<file path="src/rtl/acc_pkg.sv">
// Shared definitions for the operand stream accumulator: FSM state encoding
// and the default operand / counter widths.
package acc_pkg;

  localparam int unsigned DefaultN    = 32;
  localparam int unsigned DefaultCntW = 8;

  typedef enum logic [1:0] {
    StIdle  = 2'd0,
    StAccum = 2'd1,
    StHold  = 2'd2
  } acc_state_e;

endpackage

</file>
<file path="src/rtl/acc_adder.sv">
// N-bit ripple-carry adder built from per-bit full-adder cells.
// Ports:
//   a, b  - addends
//   sum   - a + b modulo 2^N
//   cout  - carry out of bit N-1
module acc_adder
  import acc_pkg::*;
#(
  parameter int unsigned N = DefaultN
) (
  input  logic [N-1:0] a,
  input  logic [N-1:0] b,
  output logic [N-1:0] sum,
  output logic         cout
);

  logic [N:0] carry;

  assign carry[0] = 1'b0;

  for (genvar i = 0; i < N; i++) begin : g_fa
    logic p;
    assign p          = a[i] ^ b[i];
    assign sum[i]     = p ^ carry[i];
    assign carry[i+1] = (a[i] & b[i]) | (p & carry[i]);
  end

  assign cout = carry[N];

endmodule

</file>
<file path="src/rtl/operand_stream_accumulator.sv">
// Accumulates a burst of operand beats (valid/ready in, closed by in_last) and
// presents the sum, a sticky carry-out flag and a saturating beat count on a
// valid/ready result port.
// Ports:
//   clk, rst                       - clock, synchronous active-high reset
//   in_valid/in_ready/in_data/in_last - operand beat stream
//   out_valid/out_ready            - result handshake
//   out_sum                        - burst sum modulo 2^N
//   out_overflow                   - any carry out of bit N-1 during the burst
//   out_count                      - beats in the burst, saturating at 2^CNT_W-1
module operand_stream_accumulator
  import acc_pkg::*;
#(
  parameter int unsigned N     = DefaultN,
  parameter int unsigned CNT_W = DefaultCntW
) (
  input  logic             clk,
  input  logic             rst,
  input  logic             in_valid,
  output logic             in_ready,
  input  logic [N-1:0]     in_data,
  input  logic             in_last,
  output logic             out_valid,
  input  logic             out_ready,
  output logic [N-1:0]     out_sum,
  output logic             out_overflow,
  output logic [CNT_W-1:0] out_count
);

  acc_state_e state_q, state_d;
  logic [N-1:0]     acc_q, acc_d;
  logic             ovf_q, ovf_d;
  logic [CNT_W-1:0] cnt_q, cnt_d;
  logic             out_valid_q, out_valid_d;

  logic [N-1:0] add_sum;
  logic         add_cout;
  logic         accept;

  acc_adder #(
    .N (N)
  ) u_adder (
    .a    (acc_q),
    .b    (in_data),
    .sum  (add_sum),
    .cout (add_cout)
  );

  assign in_ready = (state_q != StHold);
  assign accept   = in_valid & in_ready;

  always_comb begin
    state_d     = state_q;
    acc_d       = acc_q;
    ovf_d       = ovf_q;
    cnt_d       = cnt_q;
    out_valid_d = out_valid_q;
    unique case (state_q)
      StIdle: begin
        if (accept) begin
          // First beat overwrites whatever the previous burst left behind.
          acc_d       = in_data;
          ovf_d       = 1'b0;
          cnt_d       = CNT_W'(1);
          state_d     = in_last ? StHold : StAccum;
          out_valid_d = in_last;
        end
      end
      StAccum: begin
        if (accept) begin
          acc_d       = add_sum;
          ovf_d       = ovf_q | add_cout;
          cnt_d       = (cnt_q == {CNT_W{1'b1}}) ? cnt_q : cnt_q + CNT_W'(1);
          state_d     = in_last ? StHold : StAccum;
          out_valid_d = in_last;
        end
      end
      StHold: begin
        if (out_ready) begin
          state_d     = StIdle;
          out_valid_d = 1'b0;
        end
      end
      default: begin
        state_d     = StIdle;
        out_valid_d = 1'b0;
      end
    endcase
  end

  always_ff @(posedge clk) begin
    if (rst) begin
      state_q     <= StIdle;
      acc_q       <= '0;
      ovf_q       <= 1'b0;
      cnt_q       <= '0;
      out_valid_q <= 1'b0;
    end else begin
      state_q     <= state_d;
      acc_q       <= acc_d;
      ovf_q       <= ovf_d;
      cnt_q       <= cnt_d;
      out_valid_q <= out_valid_d;
    end
  end

  assign out_valid    = out_valid_q;
  assign out_sum      = acc_q;
  assign out_overflow = ovf_q;
  assign out_count    = cnt_q;

endmodule

</file>
<file path="config.mk">
export PLATFORM = sky130hd
export DESIGN_NAME = operand_stream_accumulator
export DESIGN_NICKNAME = d
export VERILOG_FILES = /design/src/rtl/acc_pkg.sv /design/src/rtl/acc_adder.sv /design/src/rtl/operand_stream_accumulator.sv
export SDC_FILE = /design/constraint.sdc
export NUM_CORES = 1
export LEC_CHECK = 0
export CAP_MARGIN = 20
export CORE_UTILIZATION = 45
export CTS_CLUSTER_SIZE = 12
export DETAILED_ROUTE_END_ITERATION = 16
export GPL_TIMING_DRIVEN = 0
export PLACE_DENSITY = 0.82
export SETUP_SLACK_MARGIN = 0.4
export SYNTH_ARGS = -nofsm -noshare
export SYNTH_HDL_FRONTEND = slang
export SYNTH_SLANG_ARGS = --single-unit
</file>
<file path="constraint.sdc">
create_clock -name clk -period 31.5 [get_ports clk]
set_input_delay 6.3 -clock clk [delete_from_list [all_inputs] [get_ports clk]]
set_output_delay 6.3 -clock clk [all_outputs]
set_load 0.05 [all_outputs]
</file>
==> results of run 1 <==
through the flow:
| step | utilization (%) | area (sq um) | power, uW | hold slack, ps |
|---|---|---|---|---|
| 2_1_floorplan | - | 2770 | 95.5 | 643 |
| 3_3_place_gp | 61.6 | 3650 | 114 | 494 |
| 3_5_place_dp | 61.6 | 3650 | 117 | 509 |
| 4_1_cts | 63.1 | 3730 | 152 | 520 |
| 5_1_grt | 63.1 | 3730 | 160 | 534 |
| 6_report | 63.1 | 3730 | 152 | 534 |
per-layer routing:
| metal | global-route usage, % | routed length [microns] |
|---|---|---|
| met5 | 0 | 0 |
| met4 | 7.50 | 68 |
| met3 | 3.75 | 331 |
| met2 | 39.6 | 3630 |
| met1 | 32.6 | 3200 |
Yosys cell counts, types with 2 or more instances:
cell type,number,area [sq um]
ha_1,2,25.0
o311ai_2,2,32.5
and4b_1,32,320
fa_1,31,621
nor2_1,3,11.3
buf_2,10,50.1
a21oi_1,36,180
and3_1,3,18.8
o21ai_1,9,45.0
o21ai_0,24,120
nand3_1,2,10.0
inv_1,3,11.3
clkbuf_1,13,48.8
nand2_1,34,128
o21a_1,2,15.0
nand4b_1,2,17.5
nor2b_1,3,18.8
nand2b_1,4,25.0
a221oi_1,2,17.5
dfxtp_1,43,861
power breakdown:
| part | leakage, uW | switching [uW] | internal, uW |
|---|---|---|---|
| clock network | 0.0000470 | 18.8 | 17.2 |
| registers | 0.000353 | 4.87 | 58.5 |
| logic | 0.00108 | 31.0 | 21.3 |
| total | 0.00148 | 54.6 | 97.0 |
how the worst max path moves through the flow:
stage | startpoint | to | slack [ps] | cells past startpoint
after floorplan | in_data[0] | out_sum[31] | 12740 | 35
after global placement | in_data[0] | out_sum[31] | 11810 | 36
after detailed placement | in_data[0] | out_sum[31] | 11580 | 36
after CTS | in_data[0] | out_sum[31] | 11850 | 36
after global routing | in_data[0] | out_sum[31] | 11520 | 36
final | in_data[0] | out_sum[31] | 11810 | 36
kinds of logic after synthesis:
kind of cell	Yosys count
compound gates	84
mux	2
buf+inv	28
fa+ha+maj	33
flops	43
simple gates	90
state kept, by name, indices dropped and copies added (netlist names):
signal and count:
out_overflow 1, out_sum 32, out_valid 1, out_count 8, state_q 1
worst max-delay path: cells and delay by family:
family | cells | cell delay, ps
buffers and inverters | 1 | 440
AND/OR/NAND/NOR | 1 | 200
AO/OA/AOI/OAI | 2 | 170
adder cells (fa/ha/maj) | 32 | 12730
cell type report:
type / count / area share (%)
Timing Repair Buffer: 78 / 20.9
Sequential cell: 43 / 23.1
Tap cell: 75 / 2.51
Multi-Input combinational cell: 209 / 47.8
Clock buffer: 6 / 2.21
Inverter: 3 / 0.302
Buffer: 25 / 3.08
Clock inverter: 1 / 0.134
==> flow_summary_export.csv, run 1 <==
group,metric,value,unit
synth,yosysSeqAreaShare,31.1,%
synth,synth_top_family_by_area,"adder cells",
setup_path,crit_path_end_kind,"register",
pwr,powerDensity,40.6,nW/um^2
pwr,power.static_leakage,0.00148,uW
synth,ys_types,40,
sta,fin_crit_sh,62.5,%
placement,gp_congestion,0.847,
synth,synth_fa_ha_area_share,23.3,%
synth,synth_warnings,0,
sta,maxSlewHeadroom,64.9,%
synth,synth.area.mux_share,0.903,%
min_path,hp-start,"out_count[1]",
clocking,insertion_delay,300,ps
layout,layout_commonest_cell,"clkdlybuf4s50_1",
setup_path,crit_fanout,2,
synth,synth-edff-count,0,
routing,routed_via_density,5.68,
sta,slew_viol_final,0,
layout,final_nets,435,
global_routing,grt_usage,24.1,%
clocking,cts_setup_buffers,0,
layout,final_cell_mix,"clkdlybuf4s50_1 (78), dfxtp_1 (43), a21oi_1 (36), nand2_1 (34), and4b_1 (32)",
clocking,cts_resized,0,
die,die_h,80.5,microns
sta,rsz0062_at_grt,"no",
setup_path,r2r_start,"out_sum[0]",
layout,area_growth,34.7,%
synth,yosys.area_share.simple,22.6,%
synth,synth-compound-area-share,17.6,%
setup_path,arrival,19860,ps
synth,syn_area_per_cell,9.90,sq um
routing,drt_wl_total,7.23,mm
sta,hold_viol_final,0,
clocking,cts_hold_buffers,0,
sta,fin_crit,19690,ps
global_routing,grt_pass1_vias,2448,
clocking,cts_made_buffers,5,
sta,finClkSkew,8.87,ps
routing,wire_per_inst,16.4,microns
layout,final_cells,440,
setup_path,r2r_end,"out_sum[31]",
clocking,cts_sinks,43,
min_path,holdPathEnd,"out_count[1]",
layout,multi_input_area,1780,sq um
setup_path,cp_slowest_stage_delay,440,ps
routing,drcViolationCount,0,
synth,ys_seq_elements,43,
sta,setup_ws,11810,ps
synth,synth_area,2770,sq um
clocking,clk_pin_slew_worst_paths,80,ps
layout,seqCellArea,861,sq um
global_routing,grt_pass1_wl,12.0,mm
die,die-area,6480,sq um
synth,synth_cells,280,
global_routing,antenna_found_initial,0,
die,pin_count,80,
die,die_w,80.5,microns
setup_path,critPathSlowestCell,"clkdlybuf4s50_1",
global_routing,overflow,0,
die,rows,28,
sta,fin_tns_setup,0,ps
pwr,vdd_drop_max,0.0248,mV
placement,dpl_worst_slack,11580,ps
layout,antenna_cells,0,
synth,syn-num-nets,350,
synth,synth_flop_cell,"dfxtp_1",
die,core,5920,sq um
sta,fmax,50.8,MHz
setup_path,crit_required,31670,ps
setup_path,critPathKind,"in -> reg",
placement,hpwl,5.26,mm
routing,route.vias.total,2497,
sta,setup_viol,0,
min_path,worstHoldPathType,"reg -> reg",
die,initial_core_util,46.8,%
job,maxCapViolCount,0,
clocking,clk_root_buffer_cell,"clkbuf_8",
synth,synthXorXnorAreaFrac,0,%
clocking,tritoncts,"built",
clocking,htreeDepth,2,
synth,ys_async_sr_fraction,0,%
setup_path,reg2reg_depth,35,
placement,numPortBuffers,78,
setup_path,start_kind,"input port",
routing,ant_nets,0,
routing,first_iter_violations,127,
sta,worstMarginPinSlew,527,ps
setup_path,r2r_slack,17950,ps
global_routing,grt_start_max_net_pins,13,
clocking,clockBufferDepth,2,
status,status,"finished clean",
layout,fillers,513,
placement,post-place-cells,433,
routing,dr.pass1.iters,4,
layout,drive_above_1_share,6.85,%
min_path,holdPathStages,2,
setup_path,crit_top_cell,"fa_1",
No activity file was read; power rests on OpenSTA's default activity.
==> run 2: changes to the inputs <==
--- a/config.mk
+++ b/config.mk
@@ -6,7 +6,7 @@
 export NUM_CORES = 1
 export LEC_CHECK = 0
 export CAP_MARGIN = 20
-export CORE_UTILIZATION = 45
+export CORE_UTILIZATION = 43
 export CTS_CLUSTER_SIZE = 12
 export DETAILED_ROUTE_END_ITERATION = 16
 export GPL_TIMING_DRIVEN = 0
==> constraint.sdc (replaced) <==
create_clock -name clk -period 16.1 [get_ports clk]
set_input_delay 3.22 -clock clk [delete_from_list [all_inputs] [get_ports clk]]
set_output_delay 3.22 -clock clk [all_outputs]
set_load 0.05 [all_outputs]
==> run 2 against run 1 <==
  * Final area up 1.8%
  * Non-clock buffer count unchanged
  * Largest cell class unchanged
  * Cell count up 0.23%
  * Sequential power up 96%
  * Setup slack worse by 11000 ps
  * Via count up 0.88%
  * Worst hold slack better by 6.4 ps
  * Clock power up 120%
==> flow_summary_export.csv, run 2 (synthesis gave the netlist of run 1 again) <==
group,metric,value,unit
layout,final_cell_mix,"clkdlybuf4s50_1 (78), dfxtp_1 (43), a21oi_1 (36), nand2_1 (34), and4b_1 (32)",
routing,dr.pass1.iters,4,
layout,antenna_cells,0,
sta,fmax,64.8,MHz
routing,drt_wl_total,7.22,mm
setup_path,r2r_slack,3720,ps
clocking,clockBufferDepth,2,
routing,routed_via_density,5.71,
sta,slew_viol_final,0,
routing,ant_nets,0,
sta,hold_viol_final,0,
setup_path,critPathSlowestCell,"clkdlybuf4s50_1",
global_routing,grt_start_max_net_pins,13,
setup_path,start_kind,"input port",
sta,rsz0062_at_grt,"no",
sta,setup_viol,0,
pwr,power.static_leakage,0.00145,uW
job,maxCapViolCount,0,
routing,drcViolationCount,0,
sta,fin_tns_setup,0,ps
placement,gp_congestion,0.848,
setup_path,crit_top_cell,"fa_2",
setup_path,critical-path-top-delay-family,"adder cells",
routing,first_iter_violations,156,
sta,finClkSkew,3.36,ps
global_routing,overflow,0,
layout,layout_commonest_cell,"clkdlybuf4s50_1",
placement,post-place-cells,433,
sta,worstMarginPinSlew,513,ps
clocking,insertion_delay,300,ps
global_routing,grt_pass1_wl,12.1,mm
min_path,worstHoldPathType,"reg -> reg",
clocking,htreeDepth,2,
die,die-area,6770,sq um
routing,wire_per_inst,16.4,microns
die,rows,28,
layout,drive_above_1_share,12.8,%
global_routing,grt_usage,23.7,%
clocking,clk_pin_slew_worst_paths,80,ps
die,pin_count,80,
pwr,vdd_drop_max,0.0454,mV
clocking,cts_sinks,43,
placement,numPortBuffers,78,
layout,final_nets,435,
setup_path,arrival,15620,ps
clocking,tritoncts,"built",
setup_path,crit_fanout,2,
die,initial_core_util,45.7,%
clocking,cts_made_buffers,5,
setup_path,critPathKind,"in -> reg",
layout,final_cells,441,
clocking,clk_root_buffer_cell,"clkbuf_8",
sta,maxSlewHeadroom,65.7,%
routing,route.vias.total,2519,
pwr,powerDensity,80.2,nW/um^2
die,die_h,82.3,microns
die,die_w,82.3,microns
placement,hpwl,5.26,mm
die,core,6060,sq um
layout,area_growth,37.2,%
setup_path,crit_buf_inv,1,
global_routing,antenna_found_initial,0,
setup_path,crit_required,16270,ps
status,status,"finished clean",
setup_path,crit_path_end_kind,"register",
layout,post-route-util,62.7,%
sta,fin_crit_sh,95.9,%
global_routing,grt_pass1_vias,2433,
setup_path,cp_slowest_stage_delay,450,ps
sta,fin_crit,15440,ps
layout,largest_reg_flops,32,
## run 2: changes by cell type in the layout (fill, tap and decap cells not counted)
cell      delta
clkbuf_1     +1
fa_2        +22
o21ai_0      -1
clkinv_2     -1
fa_1        -22
clkbuf_8     +1
o21ai_1      +1
## run 2: worst register-to-register path, delay by kind of cell (launching register included)
kind	cells	cell delay (ps)
adders and majority gates	32	11540
DFF	1	350
and+or+nand+nor	1	190
AOI/OAI and AO/OA	2	180
## run 2: repair_timing
| action | in CTS | in global routing |
|---|---|---|
| setup endpoints to repair | 3 | 2 |
| hold buffers | 0 | 0 |
| gates resized for setup | 17 | 6 |
| setup buffers | 0 | 0 |
## run 2: metal layers
layer | vias to the layer above | global-route usage (%) | share of wire, %
li1 | 1188 | - | -
met1 | 1253 | 32.2 | 45
met2 | 73 | 38.6 | 50
met3 | 5 | 4.18 | 4.8
met4 | 0 | 6.49 | 1.0
met5 | - | 0 | 0
## run 2: worst paths after layout
kind                                    from      endpoint  cells past startpoint
worst max-delay path              in_data[0]   out_sum[31]                     36
worst min-delay path            out_overflow  out_overflow                      2
worst max register to register    out_sum[0]   out_sum[31]                     35
worst min register to register  out_overflow  out_overflow                      2
## run 2: layout make-up
type,instances,area (sq um)
fillers,510,2260
multi-input cells,209,1840
flip-flops and latches,43,861
repair buffers,78,781
plain buffers,25,115
clock buffers,8,100
well taps,75,93.8
inverters,3,11.3
## run 2: report_power, final
| part | switching (uW) | internal (uW) | total (uW) |
|---|---|---|---|
| Clock | 38.3 | 39.2 | 77.5 |
| Sequential | 9.63 | 114 | 124 |
| Combinational | 60.6 | 42.5 | 103 |
| Total | 109 | 196 | 305 |
## run 2: per-stage QoR
step | total power [uW] | cell area, sq um | setup WS [ps] | hold WS [ps]
floorplan | 187 | 2770 | 421 | 643
global placement | 224 | 3650 | -531 | 494
detailed placement | 227 | 3650 | -676 | 509
CTS | 306 | 3790 | 414 | 544
global route | 323 | 3800 | 421 | 574
finish | 305 | 3800 | 658 | 540
